`config.mk`:
```
export PLATFORM = sky130hd
export DESIGN_NAME = foc_loop_sched
export DESIGN_NICKNAME = d
export VERILOG_FILES = /design/src/rtl/foc_pkg.sv /design/src/rtl/tick_gen.sv /design/src/rtl/foc_loop_sched.sv
export SDC_FILE = /design/constraint.sdc
export NUM_CORES = 1
export LEC_CHECK = 0
export CAP_MARGIN = 20
export CORE_UTILIZATION = 45
export DETAILED_ROUTE_END_ITERATION = 7
export PLACE_DENSITY = 0.79
export SETUP_SLACK_MARGIN = 0.1
export SLEW_MARGIN = 40
export SYNTH_ARGS = -nofsm -noshare
export SYNTH_HDL_FRONTEND = slang
export SYNTH_SLANG_ARGS = --single-unit
```
`constraint.sdc`:
```
create_clock -name clk -period 9.4 [get_ports clk]
set_clock_uncertainty 0.15 [all_clocks]
set_input_delay 1.41 -clock clk [delete_from_list [all_inputs] [get_ports clk]]
set_output_delay 1.41 -clock clk [all_outputs]
set_load 0.01 [all_outputs]
```
`src/rtl/foc_pkg.sv`:
```
// Shared types and constants for the FOC loop scheduler.
package foc_pkg;

  typedef enum logic [1:0] {
    IDLE  = 2'd0,
    WR    = 2'd1,
    RUN   = 2'd2,
    FAULT = 2'd3
  } sched_state_t;

  localparam logic CFG_SEL_D = 1'b0;
  localparam logic CFG_SEL_Q = 1'b1;

endpackage

```
`src/rtl/tick_gen.sv`:
```
// Free-running period counter; emits a one-cycle tick every `period` cycles.
module tick_gen #(
  parameter int CNT_W = 16
) (
  input  logic             clk,
  input  logic             reset,
  input  logic             enable,
  input  logic [CNT_W-1:0] period,
  output logic             tick
);

  localparam logic [CNT_W-1:0] ONE = CNT_W'(1);

  logic [CNT_W-1:0] cnt;
  logic             run;

  assign run = enable && (period != '0);
  // Live compare: lowering period below cnt fires on the next cycle.
  assign tick = run && (cnt >= period - ONE);

  always_ff @(posedge clk) begin
    if (reset || !run) begin
      cnt <= '0;
    end else if (tick) begin
      cnt <= '0;
    end else begin
      cnt <= cnt + ONE;
    end
  end

endmodule

```
`src/rtl/foc_loop_sched.sv`:
```
// Periodic launcher for the FOC pipeline with overrun/latency/timeout tracking
// and an idle-only arbiter for PID gain writes.
module foc_loop_sched
  import foc_pkg::*;
#(
  parameter int D_WIDTH = 32,
  parameter int CNT_W   = 16,
  parameter int TIMEOUT = 1024
) (
  input  logic               clk,
  input  logic               reset,
  input  logic               enable,
  input  logic [CNT_W-1:0]   period,
  input  logic               foc_ready,
  output logic               foc_valid,
  input  logic               cfg_req,
  input  logic               cfg_sel,
  input  logic [D_WIDTH-1:0] cfg_addr,
  input  logic [D_WIDTH-1:0] cfg_data,
  output logic               cfg_ack,
  output logic               pid_d_wen,
  output logic               pid_q_wen,
  output logic [D_WIDTH-1:0] pid_addr,
  output logic [D_WIDTH-1:0] pid_data,
  output logic               busy,
  output logic               fault,
  output logic [CNT_W-1:0]   overrun_cnt,
  output logic [CNT_W-1:0]   last_latency
);

  localparam int TO_W  = $clog2(TIMEOUT + 1);
  localparam int SAT_W = TO_W + CNT_W;
  localparam logic [TO_W-1:0]  LAT_ONE  = TO_W'(1);
  localparam logic [TO_W-1:0]  LAT_LAST = TO_W'(TIMEOUT - 1);
  localparam logic [CNT_W-1:0] CNT_ONE  = CNT_W'(1);
  localparam logic [CNT_W-1:0] CNT_MAX  = '1;

  function automatic logic [CNT_W-1:0] sat_inc(input logic [CNT_W-1:0] v);
    if (v == CNT_MAX) return v;
    return v + CNT_ONE;
  endfunction

  function automatic logic [CNT_W-1:0] sat_lat(input logic [TO_W-1:0] v);
    logic [SAT_W-1:0] wide;
    wide = SAT_W'(v);
    if (wide > SAT_W'(CNT_MAX)) return CNT_MAX;
    return wide[CNT_W-1:0];
  endfunction

  sched_state_t    state_q;
  logic            pend_q;
  logic [TO_W-1:0] lat_q;
  logic            tick;
  logic            launch;
  logic            drop;
  logic            pend_set;
  logic            run_done;

  tick_gen #(.CNT_W(CNT_W)) u_tick_gen (
    .clk    (clk),
    .reset  (reset),
    .enable (enable),
    .period (period),
    .tick   (tick)
  );

  assign busy  = (state_q == RUN);
  assign fault = (state_q == FAULT);

  // foc_valid is high only in the first RUN cycle, which masks ready there.
  assign run_done = (state_q == RUN) && !foc_valid && foc_ready;

  always_comb begin
    launch   = 1'b0;
    drop     = 1'b0;
    pend_set = 1'b0;
    case (state_q)
      IDLE: begin
        launch = enable && (pend_q || (tick && foc_ready));
        drop   = tick && (pend_q || !foc_ready);
      end
      WR: begin
        pend_set = tick && !pend_q;
        drop     = tick && pend_q;
      end
      default: drop = tick;
    endcase
  end

  always_ff @(posedge clk) begin
    if (reset) begin
      state_q      <= IDLE;
      pend_q       <= 1'b0;
      lat_q        <= '0;
      foc_valid    <= 1'b0;
      cfg_ack      <= 1'b0;
      pid_d_wen    <= 1'b0;
      pid_q_wen    <= 1'b0;
      pid_addr     <= '0;
      pid_data     <= '0;
      overrun_cnt  <= '0;
      last_latency <= '0;
    end else begin
      foc_valid <= 1'b0;
      cfg_ack   <= 1'b0;
      pid_d_wen <= 1'b0;
      pid_q_wen <= 1'b0;

      if (drop) overrun_cnt <= sat_inc(overrun_cnt);

      if (!enable || launch) pend_q <= 1'b0;
      else if (pend_set)     pend_q <= 1'b1;

      case (state_q)
        IDLE: begin
          if (launch) begin
            state_q   <= RUN;
            foc_valid <= 1'b1;
            lat_q     <= LAT_ONE;
          end else if (cfg_req) begin
            state_q   <= WR;
            cfg_ack   <= 1'b1;
            pid_d_wen <= (cfg_sel == CFG_SEL_D);
            pid_q_wen <= (cfg_sel == CFG_SEL_Q);
            pid_addr  <= cfg_addr;
            pid_data  <= cfg_data;
          end
        end
        WR: state_q <= IDLE;
        RUN: begin
          if (run_done) begin
            state_q      <= IDLE;
            last_latency <= sat_lat(lat_q);
          end else if (lat_q == LAT_LAST) begin
            state_q <= FAULT;
          end else begin
            lat_q <= lat_q + LAT_ONE;
          end
        end
        FAULT: if (!enable) state_q <= IDLE;
        default: state_q <= IDLE;
      endcase
    end
  end

endmodule
```
==> impl_metrics.env <==
export IMPL_tns_ps=0
export IMPL_arrival_ps=6370
export IMPL_h_tree_depth=4
export IMPL_grt_max_degree=101
export IMPL_status="completed"
export IMPL_path_cells="clkdlybuf4s50_1 -> nor4_2 -> or2b_1 -> nor4_1 -> nor3b_1 -> nand2_1 -> xor2_1 -> ha_1 -> nand4_2 -> nor3_1 -> nor4_2 -> a211oi_4 -> nor3b_4 -> buf_6 -> mux2i_1 -> nor2_1"
export IMPL_cpPeakStageDelay_ps=610
export IMPL_layout_cells_non_filler=956
export IMPL_cts_tree="yes"
export IMPL_num_rows=40
export IMPL_clockRootBuffer="clkbuf_16"
export IMPL_timing_final_crit_share_pct=66.6
export IMPL_die_area_sq_um=13000
export IMPL_synthDistinctLibCells=49
export IMPL_setup_worst_path_start_class="primary input"
export IMPL_yosysWarnings=0
export IMPL_synth_top_area_share_pct=44.4
export IMPL_core_area_sq_um=12100
export IMPL_ir_drop_mv=0.112
export IMPL_cp_startpoint="period[2]"
export IMPL_min_path_type="flop to flop"
export IMPL_synth_area_leaders="dfxtp_1 (44%), mux2i_1 (12%), nor2_1 (8.3%)"
export IMPL_syn_area_per_cell_sq_um=9.42
export IMPL_cp_required_ps=9510
export IMPL_drt_initial_drc_count=240
export IMPL_num_vias=4777
export IMPL_synth_enable_flop_cells=0
export IMPL_final_max_slew_viol_count=0
export IMPL_dieHeight_um=114
export IMPL_layout_min_cycle_time_ps=6260
export IMPL_globalRouteOverflowTotal=0
export IMPL_p_per_area_nw_per_um2=171
export IMPL_path_common_cell="nor4_2"
export IMPL_finalSetupViolCount=0
export IMPL_numCtsBuffers=17
export IMPL_ctsHoldBuffers=0
export IMPL_antenna_found_initial=0
export IMPL_synthToLayoutAreaGrowth_pct=43.4
export IMPL_antenna_cells=0
export IMPL_cap_viol_max_count=0
export IMPL_grt_pass1_wl_mm=22.8
export IMPL_fin_nets=882
export IMPL_gp_congestion=0.886
export IMPL_max_slew_margin_rel_pct=48.4
export IMPL_drtPass1Iterations=4
export IMPL_track_usage_pct=22.3
export IMPL_synth_most_common_cell="dfxtp_1"
export IMPL_dpl_hpwl_mm=10.3
export IMPL_criticalPathCategory="primary input to flop"
export IMPL_yosys_top_cells_count="dfxtp_1 (125), nor2_1 (124), mux2i_1 (67), nand2_1 (44), xor2_1 (31)"
export IMPL_antenna_left=0
export IMPL_cp_end_kind="flop"
export IMPL_wl_mm=14.2
export IMPL_drc=0
export IMPL_grt_pass1_vias=4663
export IMPL_yosysSeqAreaShare_pct=44.4
export IMPL_hold_viol=0
export IMPL_fill_cells=960
export IMPL_viasPerCell=5.00
export IMPL_start_util_pct=46.5
export IMPL_crit_slowest_cell="nor4_2"
export IMPL_yosys_register_bits=125
export IMPL_tightestPinTransition_ps=774
export IMPL_numPortBuffers=182
export IMPL_r2r_start="u_tick_gen.cnt[0]$_SDFF_PP0_"
export IMPL_clk_path_buf_depth=2
export IMPL_ys_flop_type="dfxtp_1"
export IMPL_worstSkewPairLatency_ps=400
export IMPL_crit_fanout=64
export IMPL_cts_setup_buffers=0
export IMPL_clk_pin_slew_worst_paths_ps=50
export IMPL_rsz0062_at_grt="no"
export IMPL_ios=188
export IMPL_drive_gt1_share_pct=5.96
export IMPL_cts_sinks=125
export IMPL_async_flop_share_pct=0
export IMPL_synthCells=598
export IMPL_p_leak_nw=3.14
export IMPL_netlist_area_sq_um=5630
export IMPL_die_w_um=114
export IMPL_cts_resized=0
export IMPL_fmax_ghz=0.160
export IMPL_min_from="last_latency[4]$_SDFFE_PP0P_"
export IMPL_dpl_cell_count=925
export IMPL_wl_per_cell_um=14.8
export IMPL_yosys_area_top_type="dfxtp_1"
[stage by stage]
stage	setup slack, ps	utilization (%)	hold slack [ps]	cell area, sq um	total power [mW]
floorplan	4220	-	287	5650	0.647
global placement	2830	61.6	296	7460	0.722
detailed placement	2720	61.7	305	7480	0.727
CTS	3150	66.7	315	8080	1.40
global route	2730	66.7	333	8080	1.44
finish	3140	66.7	313	8080	1.38
[final timing paths]
kind	to	slack, ps	depth (start not counted)
min reg2reg	last_latency[4]$_SDFFE_PP0P_	310	2
min	last_latency[4]$_SDFFE_PP0P_	310	2
max reg2reg	pid_addr[5]$_SDFFE_PP0P_	6090	10
max	pid_addr[5]$_SDFFE_PP0P_	3140	16
[worst max-delay path, delay by kind of cell]
| kind | cells | cell delay [ps] |
|---|---|---|
| xor gates and xnor gates | 1 | 170 |
| and+or+nand+nor | 10 | 2800 |
| muxes | 1 | 300 |
| AOI/OAI and AO/OA | 1 | 210 |
| buffers and inverters | 2 | 1080 |
| adders and majority gates | 1 | 320 |
[flip-flops by register name (all words and copies together), names as in the netlist, 2 cells and up]
register and cells:
overrun_cnt 16, last_latency 11, state_q 2, u_tick_gen.cnt 16, pid_data 32, pid_addr 32, lat_q 11
[where the power goes]
group	switching [mW]	internal, mW	total, mW
clock	0.227	0.441	0.668
sequential	0.0104	0.549	0.560
combinational	0.0663	0.0892	0.155
[layout make-up]
class | instances | area (sq um) | share of cell area, %
multi-input combinational | 436 | 2880 | 35.6
sequential | 125 | 2500 | 31.0
timing repair buffer | 184 | 1840 | 22.8
clock buffer | 19 | 433 | 5.36
tap | 168 | 210 | 2.60
clock inverter | 12 | 170 | 2.11
inverter | 12 | 45.0 | 0.557
[layout by cell type, fill, tap and decap left out, drive strengths merged, types with 9 or more instances in the layout]
master,netlist,routed
nand4,16,16
inv,12,13
nand3,18,18
nor2,124,124
mux2i,67,67
nor4,9,9
clkbuf,15,19
ha,20,20
o21ai,13,13
dfxtp,125,125
xor2,31,31
a21oi,20,20
clkdlybuf4s50,0,181
xnor2,16,16
and3,10,10
nand2,44,44
[cell families after synthesis]
family,count (synthesis),synth area share (%)
compound gates,48,6.06
xor+xnor,47,7.31
fa+ha+maj,20,4.44
buf+inv,41,4.97
flops,125,44.4
mux,68,12.1
other cells,1,0.0666
simple gates,248,20.6
[routing by layer]
layer / GRT usage [%] / vias to the layer above / share of wire, %
li1: - / 2379 / -
met1: 26.8 / 2224 / 44
met2: 37.6 / 159 / 48
met3: 6.48 / 15 / 6.6
met4: 8.31 / 0 / 1.6
met5: 0 / - / 0
No activity file was read; power rests on OpenSTA's default activity.
==> patch 1 (config.mk and constraints unchanged) <==
Make the reset (`reset`) asynchronous in one clocked block.
--- a/src/rtl/foc_loop_sched.sv
+++ b/src/rtl/foc_loop_sched.sv
@@ -87,7 +87,7 @@
     endcase
   end
 
-  always_ff @(posedge clk) begin
+  always_ff @(posedge clk or posedge reset) begin
     if (reset) begin
       state_q      <= IDLE;
       pend_q       <= 1'b0;
Check against the original RTL: differs if reset is asserted again (counterexample within 4 cycles, from zero or initial values and one cycle with reset high); with reset held inactive, the same outputs for 4 cycles.
==> patch 1 against the original RTL <==
  * Utilization up 0.92 points
  * Sequential cell count unchanged
  * Setup slack gained 0.60 ns
  * Synthesized area up 2.2%
  * Final area rose by 2.6%
  * Global-route usage decreased by 0.090 points
  * Synthesized cell count is 20% lower
  * Routed wire length decreased by 0.77%
  * Total power is 14% higher
  * Critical endpoint is now pid_data[22]
  * Largest cell class is now registers
  * Highest routed layer unchanged
==> patch 1: results (changes against the original RTL) <==
metric,value,unit,change
outcome,"complete, no violations",,
Detailed Place HPWL,10.5,mm,+1.8%
Yosys cell types,51,,+4.1%
layout cell share with drive strength beyond 1,14.2,%,+8.2 points
vias in the first global route,4444,,-4.7%
"Reg clk slew, reported paths",0.06,ns,
Final Max Slew Viols,0,,unchanged
Worst VDD drop,84.7,uV,-24%
largest net degree at the start of global routing,74,,-27%
DR vias,4310,,-9.8%
H-tree Lvls,4,,unchanged
Diodes inserted,0,,unchanged
hold path startpoint,pid_data[20],,
"CP delay by family, top",simple AND/OR/NAND/NOR gates,,
Ys Warns,0,,unchanged
internal power,0.00119,W,+11%
Detailed Routing Iterations Pass 1,4,,unchanged
wire length per cell,16.6,um,+12%
"Seq/Total Area, Yosys",53.0,%,+8.5 points
initial antenna violation count,1,,+1
fraction of registers with async set/reset,87.2,%,+87 points
Max stage delay on crit path,0.60,ns,
CTS max path bufs,2,,unchanged
port bufs,182,,unchanged
Post-synth top flop,dfrtp_1,,
Root Driver,clkbuf_16,,
Global Route Usage Sum,22.2,%,-0.090 points
total CTS buffers,17,,unchanged
critical path peak fanout,37,,-42%
Worst path slowest cell,nor3b_1,,
Worst Hold Class,reg2reg,,
initial DRC count,252,,+5.0%
Setup crit start,period[0],,
GP Congestion,0.825,,-6.9%
ranking of synthesized cells by area,"dfrtp_1, mux2_2, dfxtp_1",,
Regs by FF count,"pid_addr (32), pid_data (32)",,
most instantiated cells after synthesis,"dfrtp_1, mux2_2, mux2_1",,
Clock Latency Late Sink,0.41,ns,
global-route wire length before repair,22.1,mm,-3.2%
P_leak,3.41,nW,+8.5%
fin nets,771,,-13%
Slew @ Worst Pin,0.699,ns,-0.0746 ns
[patch 1: worst paths after layout]
check                                     to  slack (ns)  depth (start not counted)
worst max-delay path            pid_data[22]        3.73                         15
worst min-delay path            pid_data[20]        0.33                          1
worst max register to register  pid_data[22]        6.02                          9
worst min register to register  pid_data[20]        0.33                          1
max in group asynchronous           lat_q[4]        6.86                          3
min in group asynchronous       pid_addr[12]        1.23                          2
[patch 1: metrics by stage]
step	setup WS, ns	instances	instance area [um^2]
2_1_floorplan	4.38	481	5770
3_3_place_gp	3.06	813	7680
3_5_place_dp	2.88	813	7690
4_1_cts	3.30	844	8260
5_1_grt	3.37	845	8290
6_report	3.73	845	8290
[patch 1: final cells by class]
class,instances,area [um^2]
sequential,125,3050
clock buffer,20,457
multi-input combinational,322,2540
fill,904,3970
tap,168,210
timing repair buffer,185,1870
inverter,14,55.1
clock inverter,11,119
[patch 1: cell families after synthesis]
kind of cell    after synthesis  share of synthesized area, %
compound gates               46                          5.63
xor+xnor                     39                          5.93
fa+ha+maj                    20                          4.35
buf+inv                      34                          3.30
flops                       125                          53.0
mux                          77                          15.1
other cells                   1                        0.0652
simple gates                135                          12.7
[patch 1: power by group through the flow]
stage / logic (W) / registers [W] / clock network, W
finish: 0.000307 / 0.000646 / 0.000629
global route: 0.000330 / 0.000656 / 0.000665
CTS: 0.000310 / 0.000647 / 0.000639
detailed placement: 0.000308 / 0.000656 / 0
global placement: 0.000300 / 0.000651 / 0
floorplan: 0.000101 / 0.000677 / 0
[patch 1: per-layer routing]
metal	vias up	global-route usage [%]	wire length (um)
met5	-	0	0
met4	0	9.09	285
met3	24	7.91	1150
met2	143	38.3	7000
met1	2086	24.9	5620
li1	2057	-	-
[patch 1: worst reg2reg max path: stages, from the launching register on]
cell and delay (ns):
dfxtp_1 0.43, inv_1 0.08, ha_1 0.27, nand2b_1 0.14, a2111o_1 0.44, a31oi_1 0.34
a21oi_4 0.18, nor2_4 0.32, buf_4 0.49, mux2_2 0.41
==> patch 2 (config.mk and constraints unchanged) <==
Made on the original files. Change the parameter `TIMEOUT` from 1024 to 256.
--- a/src/rtl/foc_loop_sched.sv
+++ b/src/rtl/foc_loop_sched.sv
@@ -5,7 +5,7 @@
 #(
   parameter int D_WIDTH = 32,
   parameter int CNT_W   = 16,
-  parameter int TIMEOUT = 1024
+  parameter int TIMEOUT = 256
 ) (
   input  logic               clk,
   input  logic               reset,
Function: no difference found for any inputs over 4 cycles, from zero or initial values and one cycle with reset high; that may be too few to reach the edited logic, so the function may still have changed.
==> patch 2 against the original RTL <==
  * Hold slack lost 0.012 ns
  * Final area shrank 4.7%
  * Critical path depth shrank 2
  * Total power shrank 7.2%
  * Sequential cell count shrank 4
  * Routed wire length grew 2.6%
  * First-iteration DRC count grew 63%
  * Maximum frequency grew 4.6%
  * Setup slack gained 0.27 ns
  * Synthesized area shrank 5.6%
  * Critical path type unchanged
  * Critical endpoint is now pid_data[14]
==> patch 2: results (changes against the original RTL) <==
metric,value,unit,change
outcome,"complete, no violations",,
port bufs,180,,-1.1%
drt total wl,14.5,mm,+2.6%
Global Route Usage Sum,23.8,%,+1.5 points
vias in the first global route,4949,,+6.1%
largest net degree at the start of global routing,100,,-0.99%
"count leader, synth",nand2_1,,
GP Congestion,0.894,,+0.88%
Regs by FF count,"pid_addr (32), pid_data (32)",,
internal power,0.000993,W,-7.9%
Ys Warns,0,,unchanged
Max stage delay on crit path,0.71,ns,+0.10 ns
fraction of registers with async set/reset,0,%,unchanged
ranking of synthesized cells by area,"dfxtp_1, nand2_1, a21oi_1",,
postcts setup bufs,0,,unchanged
most instantiated cells after synthesis,"nand2_1, dfxtp_1, a21oi_1",,
Detailed Routing Iterations Pass 1,5,,+1
Clock Latency Late Sink,0.41,ns,
Worst VDD drop,120,uV,+7.5%
"Seq/Total Area, Yosys",45.6,%,+1.1 points
DR vias,5204,,+8.9%
Worst Hold Class,reg2reg,,
Post-synth top flop,dfxtp_1,,
critical path peak fanout,67,,+4.7%
fin nets,937,,+6.2%
Slew @ Worst Pin,0.752,ns,-0.0217 ns
post-place setup slack,3.10,ns,+0.372 ns
Diodes inserted,0,,unchanged
wire length per cell,14.8,um,-0.31%
CTS max path bufs,2,,unchanged
post-cts sizing count,0,,unchanged
Worst path slowest cell,or2_4,,
layout cell share with drive strength beyond 1,5.35,%,-0.61 points
Synth Instances,660,,+10%
"Hold Violations, Final",0,,unchanged
Detailed Place HPWL,10.5,mm,+1.7%
placed cell count,954,,+3.1%
global-route wire length before repair,23.6,mm,+3.4%
Yosys cell types,45,,-8.2%
Root Driver,clkbuf_16,,
P_leak,2.83,nW,-10%
initial antenna violation count,0,,unchanged
initial DRC count,391,,+63%
Fillers,954,,-0.63%
"Reg clk slew, reported paths",0.05,ns,about the same
total CTS buffers,17,,unchanged
==> patch 2: cell types whose count changed after synthesis, sizes merged, moves of 5 or more <==
| cell | before | now |
|---|---|---|
| a21oi | 20 | 99 |
| clkbuf | 15 | 20 |
| mux2i | 67 | 1 |
| nand2 | 44 | 172 |
| nand3 | 18 | 23 |
| nand4 | 16 | 9 |
| nor2 | 124 | 44 |
| nor3 | 3 | 10 |
| or3 | 4 | 12 |
| or4 | 1 | 6 |
| xor2 | 31 | 17 |
==> patch 2: worst max-delay path: cells and delay by family <==
kind,cells,cell delay [ns]
adder cells (fa/ha/maj),1,0.33
AO/OA/AOI/OAI,3,0.96
AND/OR/NAND/NOR,8,2.85
buffers and inverters,1,0.48
XOR/XNOR,1,0.11
==> patch 2: final cells by class <==
cell class	instances	area share, %
tap	143	2.32
inverter	10	0.488
multi-input combinational	497	34.8
clock buffer	22	6.29
sequential	121	31.5
clock inverter	8	0.927
timing repair buffer	183	23.7
==> patch 2: path summary, 6_finish.rpt <==
check             cells after the start      endpoint               from  slack [ns]
setup / recovery                     14  pid_data[14]          period[9]        3.41
hold / removal                        2  pid_data[13]       pid_data[13]        0.30
setup reg to reg                     10  pid_addr[14]  u_tick_gen.cnt[0]        6.20
hold reg to reg                       2  pid_data[13]       pid_data[13]        0.30
==> patch 2: layer usage <==
layer  vias to the layer above  routed length [um]  GRT usage (%)  part of all wire (%)
met5                         -                   0              0                     0
met4                         0                 438           12.4                   3.0
li1                       2572                   -              -                     -
met3                        34                 790           5.90                   5.4
met1                      2401                5800           26.0                    40
met2                       197                7490           42.4                    52
==> patch 2: metrics by stage <==
step / hold WS (ns) / util (%) / area [um^2]
floorplan: 0.282 / - / 5340
global placement: 0.291 / 62.2 / 7140
global route: 0.324 / 67.1 / 7700
CTS: 0.304 / 67.1 / 7700
detailed placement: 0.297 / 62.3 / 7140
finish: 0.302 / 67.1 / 7700
==> patch 2: cells by family after synthesis <==
family / synth area share, %
simple gates: 25.5
buf+inv: 4.61
other cells: 0.0705
fa+ha+maj: 4.94
xor+xnor: 5.44
mux: 0.188
compound gates: 13.7
flops: 45.6
==> patch 2: power by group through the flow <==
stage	Combinational, W	Clock, W	Sequential [W]
after floorplan	0.0000543	0	0.000558
after global placement	0.000138	0	0.000550
after detailed placement	0.000142	0	0.000551
after CTS	0.000143	0.000611	0.000540
after global routing	0.000153	0.000634	0.000542
final	0.000142	0.000601	0.000541
